$ cat config.mk
export PLATFORM = sky130hd
export DESIGN_NAME = alarm_ring_ctrl
export DESIGN_NICKNAME = d
export VERILOG_FILES = /design/src/rtl/clock_pkg.sv /design/src/rtl/time_add_min.sv /design/src/rtl/alarm_ring_ctrl.sv
export SDC_FILE = /design/constraint.sdc
export NUM_CORES = 1
export LEC_CHECK = 0
export ABC_AREA = 0
export CORE_MARGIN = 1.5
export CORE_UTILIZATION = 50
export DETAILED_ROUTE_END_ITERATION = 6
export GPL_TIMING_DRIVEN = 0
export PLACE_DENSITY = 0.8
export SLEW_MARGIN = 15
export SYNTH_ARGS = -nofsm -noshare
export SYNTH_HDL_FRONTEND = slang
export SYNTH_SLANG_ARGS = --single-unit
$ cat constraint.sdc
create_clock -name clk -period 3.2 [get_ports clk]
set_input_delay 0.48 -clock clk [delete_from_list [all_inputs] [get_ports clk]]
set_output_delay 0.48 -clock clk [all_outputs]
set_load 0.1 [all_outputs]
$ cat src/rtl/clock_pkg.sv
`default_nettype none
// ============================================================================
// Module      : clock_pkg
// Description : Shared definitions for the digital clock blocks: time field
//               widths, field limits and the alarm ring controller states.
// Revision    : 1.0 - initial release
// ============================================================================
package clock_pkg;

    // Time field widths
    localparam int HR_W  = 5;
    localparam int MIN_W = 6;
    localparam int SEC_W = 6;

    // Field limits
    localparam int HR_MAX  = 23;
    localparam int MIN_MAX = 59;

    // Alarm ring controller states; codes 5..7 are unused and recover to IDLE
    typedef enum logic [2:0] {
        ST_IDLE   = 3'd0,
        ST_ARMED  = 3'd1,
        ST_RING   = 3'd2,
        ST_SNOOZE = 3'd3,
        ST_DONE   = 3'd4
    } alarm_state_e;

endpackage : clock_pkg
`default_nettype wire

$ cat src/rtl/time_add_min.sv
`default_nettype none
// ============================================================================
// Module      : time_add_min
// Description : Combinational hh:mm + N minutes with minute carry into the
//               hour and 24-hour wrap. N must be 0..59.
// Ports       : hr_i/min_i  - base time (0..23 / 0..59)
//               add_i       - minutes to add (0..59)
//               hr_o/min_o  - resulting time (0..23 / 0..59)
// Revision    : 1.0 - initial release
// ============================================================================
module time_add_min
    import clock_pkg::*;
(
    input  logic [HR_W-1:0]  hr_i,
    input  logic [MIN_W-1:0] min_i,
    input  logic [MIN_W-1:0] add_i,
    output logic [HR_W-1:0]  hr_o,
    output logic [MIN_W-1:0] min_o
);

    localparam logic [MIN_W:0]  c_min_wrap = (MIN_W+1)'(MIN_MAX + 1);
    localparam logic [HR_W-1:0] c_hr_max   = HR_W'(HR_MAX);

    logic [MIN_W:0]  w_min_sum;
    logic [MIN_W:0]  w_min_wrapped;
    logic            w_carry;

    // One extra bit: 59 + 59 = 118 still fits in 7 bits
    assign w_min_sum     = {1'b0, min_i} + {1'b0, add_i};
    assign w_carry       = (w_min_sum >= c_min_wrap);
    assign w_min_wrapped = w_min_sum - c_min_wrap;

    always_comb begin
        min_o = w_min_sum[MIN_W-1:0];
        hr_o  = hr_i;
        if (w_carry) begin
            min_o = w_min_wrapped[MIN_W-1:0];
            // Hour 23 rolls over to 0 rather than reaching 24
            hr_o  = (hr_i >= c_hr_max) ? '0 : hr_i + HR_W'(1);
        end
    end

endmodule : time_add_min
`default_nettype wire

$ cat src/rtl/alarm_ring_ctrl.sv
`default_nettype none
// ============================================================================
// Module      : alarm_ring_ctrl
// Description : Alarm buzzer sequencer. Compares running time against the
//               alarm register, rings the buzzer in a 1 s on/off pattern and
//               handles snooze, dismiss, ring timeout and disarm.
// Ports       : clk, rst_n           - clock, async active-low reset
//               sec_tick_i          - one-cycle pulse per second
//               cur_hr/min/sec_i    - running time
//               alarm_hr/min_i      - stored alarm time
//               alarm_arm_i         - alarm enabled (level)
//               alarm_edit_i        - alarm register being edited (level)
//               snooze_i/dismiss_i  - conditioned button pulses
//               buzzer_o            - buzzer drive
//               ringing_o/snoozed_o - status LEDs
//               snooze_hr/min_o     - latched snooze target
//               state_o             - current state code
// Revision    : 1.0 - initial release
// ============================================================================
module alarm_ring_ctrl
    import clock_pkg::*;
#(
    parameter int SNOOZE_MIN     = 5,
    parameter int RING_TIMEOUT_S = 60,
    parameter int MAX_SNOOZE     = 3
) (
    input  logic             clk,
    input  logic             rst_n,
    input  logic             sec_tick_i,
    input  logic [HR_W-1:0]  cur_hr_i,
    input  logic [MIN_W-1:0] cur_min_i,
    input  logic [SEC_W-1:0] cur_sec_i,
    input  logic [HR_W-1:0]  alarm_hr_i,
    input  logic [MIN_W-1:0] alarm_min_i,
    input  logic             alarm_arm_i,
    input  logic             alarm_edit_i,
    input  logic             snooze_i,
    input  logic             dismiss_i,
    output logic             buzzer_o,
    output logic             ringing_o,
    output logic             snoozed_o,
    output logic [HR_W-1:0]  snooze_hr_o,
    output logic [MIN_W-1:0] snooze_min_o,
    output logic [2:0]       state_o
);

    localparam int              SC_W            = $clog2(MAX_SNOOZE + 2);
    localparam logic [SC_W-1:0] c_max_snooze    = SC_W'(MAX_SNOOZE);
    localparam logic [7:0]      c_ring_timeout  = 8'(RING_TIMEOUT_S);
    localparam logic [MIN_W-1:0] c_snooze_add   = MIN_W'(SNOOZE_MIN);

    alarm_state_e     state_q;
    logic             buzzer_q;
    logic             ringing_q;
    logic             snoozed_q;
    logic [HR_W-1:0]  snooze_hr_q;
    logic [MIN_W-1:0] snooze_min_q;
    logic [SC_W-1:0]  snooze_cnt_q;
    logic [7:0]       ring_cnt_q;

    logic             w_match_a;
    logic             w_match_s;
    logic             w_same_minute;
    logic [HR_W-1:0]  w_tgt_hr;
    logic [MIN_W-1:0] w_tgt_min;
    logic [7:0]       w_ring_cnt_inc;

    assign w_same_minute  = (cur_hr_i == alarm_hr_i) && (cur_min_i == alarm_min_i);
    assign w_match_a      = w_same_minute && (cur_sec_i == '0) && !alarm_edit_i;
    assign w_match_s      = (cur_hr_i == snooze_hr_q) && (cur_min_i == snooze_min_q)
                            && (cur_sec_i == '0);
    assign w_ring_cnt_inc = ring_cnt_q + 8'd1;

    // Snooze target is always computed from the current time; it is only
    // captured on the RING -> SNOOZE transition.
    time_add_min u_snooze_tgt (
        .hr_i  (cur_hr_i),
        .min_i (cur_min_i),
        .add_i (c_snooze_add),
        .hr_o  (w_tgt_hr),
        .min_o (w_tgt_min)
    );

    always_ff @(posedge clk or negedge rst_n) begin
        if (!rst_n) begin
            state_q      <= ST_IDLE;
            buzzer_q     <= 1'b0;
            ringing_q    <= 1'b0;
            snoozed_q    <= 1'b0;
            snooze_hr_q  <= '0;
            snooze_min_q <= '0;
            snooze_cnt_q <= '0;
            ring_cnt_q   <= '0;
        end else begin
            case (state_q)
                ST_IDLE: begin
                    buzzer_q  <= 1'b0;
                    ringing_q <= 1'b0;
                    snoozed_q <= 1'b0;
                    if (alarm_arm_i && !alarm_edit_i) begin
                        state_q      <= ST_ARMED;
                        snooze_cnt_q <= '0;
                    end
                end

                ST_ARMED, ST_RING, ST_SNOOZE, ST_DONE: begin
                    if (!alarm_arm_i) begin
                        // Disarm overrides everything, including a pending match
                        state_q      <= ST_IDLE;
                        buzzer_q     <= 1'b0;
                        ringing_q    <= 1'b0;
                        snoozed_q    <= 1'b0;
                        snooze_cnt_q <= '0;
                        ring_cnt_q   <= '0;
                    end else begin
                        case (state_q)
                            ST_ARMED: begin
                                if (w_match_a) begin
                                    state_q    <= ST_RING;
                                    buzzer_q   <= 1'b1;
                                    ringing_q  <= 1'b1;
                                    ring_cnt_q <= '0;
                                end
                            end

                            ST_RING: begin
                                if (dismiss_i) begin
                                    state_q   <= ST_DONE;
                                    buzzer_q  <= 1'b0;
                                    ringing_q <= 1'b0;
                                end else if (snooze_i) begin
                                    buzzer_q  <= 1'b0;
                                    ringing_q <= 1'b0;
                                    if (snooze_cnt_q < c_max_snooze) begin
                                        state_q      <= ST_SNOOZE;
                                        snoozed_q    <= 1'b1;
                                        snooze_hr_q  <= w_tgt_hr;
                                        snooze_min_q <= w_tgt_min;
                                        snooze_cnt_q <= snooze_cnt_q + SC_W'(1);
                                    end else begin
                                        // Snooze budget exhausted: behaves as dismiss
                                        state_q <= ST_DONE;
                                    end
                                end else if (sec_tick_i) begin
                                    ring_cnt_q <= w_ring_cnt_inc;
                                    if (w_ring_cnt_inc >= c_ring_timeout) begin
                                        state_q   <= ST_DONE;
                                        buzzer_q  <= 1'b0;
                                        ringing_q <= 1'b0;
                                    end else begin
                                        buzzer_q <= ~buzzer_q;
                                    end
                                end
                            end

                            ST_SNOOZE: begin
                                buzzer_q <= 1'b0;
                                if (dismiss_i) begin
                                    state_q   <= ST_DONE;
                                    snoozed_q <= 1'b0;
                                end else if (w_match_s) begin
                                    state_q    <= ST_RING;
                                    buzzer_q   <= 1'b1;
                                    ringing_q  <= 1'b1;
                                    snoozed_q  <= 1'b0;
                                    ring_cnt_q <= '0;
                                end
                            end

                            ST_DONE: begin
                                buzzer_q <= 1'b0;
                                // Wait out the alarm minute so the match cannot re-fire
                                if (!w_same_minute) begin
                                    state_q      <= ST_ARMED;
                                    snooze_cnt_q <= '0;
                                end
                            end

                            default: ;
                        endcase
                    end
                end

                default: begin
                    state_q   <= ST_IDLE;
                    buzzer_q  <= 1'b0;
                    ringing_q <= 1'b0;
                    snoozed_q <= 1'b0;
                end
            endcase
        end
    end

    assign buzzer_o     = buzzer_q;
    assign ringing_o    = ringing_q;
    assign snoozed_o    = snoozed_q;
    assign snooze_hr_o  = snooze_hr_q;
    assign snooze_min_o = snooze_min_q;
    assign state_o      = state_q;

endmodule : alarm_ring_ctrl
`default_nettype wire

==> flow_metrics.py <==
metrics = {
    "clocking": {
        "cts_made_buffers": 3,
        "cts_max_path_buffers": 2,
        "clk_latency_ns": 0.28,
        "cts_root_buffer": "clkbuf_8",
        "cts_max_level": 1,
        "clk_pin_slew_ns": 0.10,
        "cts_tree": "done",
        "cts.sinks": 28,
        "cts_hold_buffers": 0,
    },
    "sta": {
        "period_share_pct": 90.3,
        "max_slew.worst_pin.slew_ns": 0.977,
        "setup-tns-final_ns": 0,
        "hold_violations": 0,
        "maxSlewViolCount": 0,
        "fmax_mhz": 346,
        "setup_ws_ns": 0.309,
        "setup-violations-final": 0,
        "rsz0062_at_grt": "false",
        "fin_crit_ns": 2.89,
        "max_slew_margin_pct": 34.6,
        "fin_skew_ns": 0.00381,
        "holdWs_ns": 0.208,
    },
    "worst_setup_path": {
        "cp-startpoint": "cur_min_i[3]",
        "crit_path_max_incr_delay_ns": 0.51,
        "start_kind": "input port",
        "end_kind": "register",
        "slowest_stage": "clkdlybuf4s50_1",
        "crit_chain": "clkdlybuf4s50_1 > buf_2 > xnor2_1 > ha_2 > a21o_1 > a2bb2oi_1 > o32ai_1 > a311oi_2 > buf_4 > mux2i_1 > o311ai_1",
        "cp_max_fo": 10,
        "worstPathRequired_ns": 3.36,
        "cp.arrival_ns": 3.05,
        "rr_startpoint": "state_o[1]",
        "critPathKind": "input port to register",
    },
    "placed_design": {
        "io_buffers": 47,
        "preCtsSetupSlack_ns": -0.630,
        "dp_hpwl_um": 4260,
        "gp_congestion": 0.910,
        "dpl_cell_area_mm2": 0.00280,
    },
    "logic_synthesis": {
        "synth_top_cells_by_area": "dfrtp_1 (31%), xnor2_1 (5.8%), xor2_1 (5.0%)",
        "avgSynthCellArea_um2": 8.46,
        "ys.warnings.count": 0,
        "ys_seq_area_share_pct": 30.9,
        "synth_top_cell_area_share_pct": 30.9,
        "synth.most_common_cell": "dfrtp_1",
        "muxShareOfSynthArea_pct": 3.64,
        "ys_top_cells_by_count": "dfrtp_1 (28), nand2_1 (27), nor2_1 (25), xnor2_1 (15), a21oi_1 (14)",
        "synth_nets": 308,
        "syn_inst": 268,
        "synth_top_area_cell": "dfrtp_1",
        "synth-xor-area-share_pct": 11.5,
        "synth_top_family_by_area": "simple AND/OR/NAND/NOR gates",
        "netlist_area_mm2": 0.00227,
        "ys_types": 62,
        "synthAdderAreaFrac_pct": 3.20,
        "synth-simple-area-share_pct": 24.0,
        "synth_flop_cell": "dfrtp_1",
        "synth_compound_area_share_pct": 21.5,
        "synthArstFlopShare_pct": 100,
        "synth_seq_cells": 28,
        "synth-edff-count": 0,
    },
    "grt": {
        "grt_pass1_wl_um": 9730,
        "use_met1_pct": 33.1,
        "grt_pass1_vias": 2061,
        "grt_max_degree": 29,
        "top_usage_layer": "met2",
        "overflow": 0,
        "grtUsageMet3_pct": 3.61,
        "grt_antenna_before_repair": 0,
        "use_met2_pct": 40.8,
        "track_usage_pct": 24.1,
    },
    "detailed_routing": {
        "wl_per_cell_um": 15.5,
        "wirelength_um": 5780,
        "dr_total_vias": 2173,
        "viasPerCell": 5.84,
        "drt-initial-drc-count": 154,
        "post-route-drc-count": 0,
        "postRouteAntennaNets": 0,
        "drtPass1Iterations": 5,
    },
    "power": {
        "ir_drop_mv": 0.579,
        "p_leak_nw": 1.18,
        "powerDensity_mw_per_mm2": 745,
    },
    "worst_hold_path": {
        "min_path_type": "input port to asynchronous set/reset pin",
    },
    "floorplanning": {
        "num_rows": 24,
        "chipWidth_um": 70.4,
        "dieArea_mm2": 0.00495,
        "start_util_pct": 52.1,
        "core_area_mm2": 0.00435,
        "io_pins": 52,
        "die_h_um": 70.4,
    },
    "outcome": {
        "status": "complete, no violations",
    },
    "cells_and_area": {
        "nets": 361,
        "antennaDiodeCount": 0,
        "drive_gt1_share_pct": 10.6,
        "final_util_pct": 66.6,
        "area_delta_synth_final_pct": 27.7,
        "final_area_mm2": 0.00290,
    },
    "flow_run": {
        "max-cap-violations": 0,
    },
}
-- layer usage --
layer / part of all wire, % / vias to the layer above
met1: 47 / 1030
met5: 0 / -
met2: 48 / 63
met3: 4.4 / 6
met4: 0.81 / 0
li1: - / 1074
-- final timing paths --
path	end	slack, ns	cells past startpoint
min	ring_cnt_q[4]	0.21	1
max	snooze_min_o[4]	0.31	11
min reg2reg	buzzer_o	0.52	1
max in group asynchronous	snooze_hr_o[0]	2.57	1
min in group clk	buzzer_o	0.52	1
max reg2reg	snooze_hr_o[4]	0.81	7
-- critical path: cells and delay by family --
family / cells / cell delay, ns
adder cells (fa/ha/maj): 1 / 0.22
multiplexers: 1 / 0.23
XOR/XNOR: 1 / 0.13
AO/OA/AOI/OAI: 5 / 0.97
buffers and inverters: 3 / 1.02
-- power by group --
group          leakage, nW  internal (mW)  switching, mW
Sequential           0.377          0.438         0.0945
Clock               0.0357          0.168          0.121
Combinational        0.772          0.400          0.936
Total                 1.18           1.01           1.15
-- cells in the final DEF (no fill, tap or decap), drive strengths merged, types with 2 or more instances in the layout --
master	netlist	final
a31oi	6	6
xor2	13	13
nand2b	4	4
nor2	25	25
o21ai	16	16
clkdlybuf4s50	0	44
nand2	27	27
a22o	2	2
clkbuf	4	6
or2	4	4
a2bb2oi	2	2
buf	13	16
a31o	2	2
and2	2	2
a21oi	14	14
or3b	2	2
inv	5	5
ha	5	5
and3	3	3
o2bb2ai	9	9
xnor2	16	16
nand3	8	8
mux2i	6	6
o211ai	2	2
nand4	5	5
a21o	2	2
a311oi	2	2
nand4b	2	2
dfrtp	28	28
dlymetal6s2s	0	2
nor4	3	3
nor3	8	8
nor2b	4	4
mux2	2	2
or4	2	2
-- through the flow --
stage | power, mW | instances
after global routing | 2.26 | 372
after global placement | 1.85 | 367
after CTS | 2.15 | 370
after floorplan | 1.53 | 268
after detailed placement | 1.85 | 367
final | 2.16 | 372
-- timing repair --
action	4_1_cts	5_1_grt
resized for setup	2	4
pin swaps	1	2
setup endpoints to repair	8	8
buffers inserted	0	2
-- cell families (layout without fill, tap and decap cells) --
group	count (synthesis)	count (layout)
AND/OR/NAND/NOR	104	104
flip-flops	28	28
buffers and inverters	22	74
XOR/XNOR	29	29
multiplexers	8	8
AO/OA/AOI/OAI	71	71
adder cells (fa/ha/maj)	6	6
-- cell type report --
| type | count | area [um2] |
|---|---|---|
| clock inverters | 1 | 30.0 |
| repair buffers | 49 | 485 |
| inverters | 5 | 18.8 |
| well taps | 52 | 65.1 |
| clock buffers | 3 | 41.3 |
| plain buffers | 16 | 97.6 |
| fillers | 383 | 1460 |
| flip-flops and latches | 28 | 701 |
| multi-input cells | 218 | 1460 |
-- state kept, by name (all words and copies together) (netlist names) --
name,cells
ring_cnt_q,8
state_o,3
buzzer_o,1
snooze_cnt_q,3
snooze_min_o,6
snooze_hr_o,5
ringing_o,1
snoozed_o,1
Note: power is estimated with default switching activity, not from simulation.
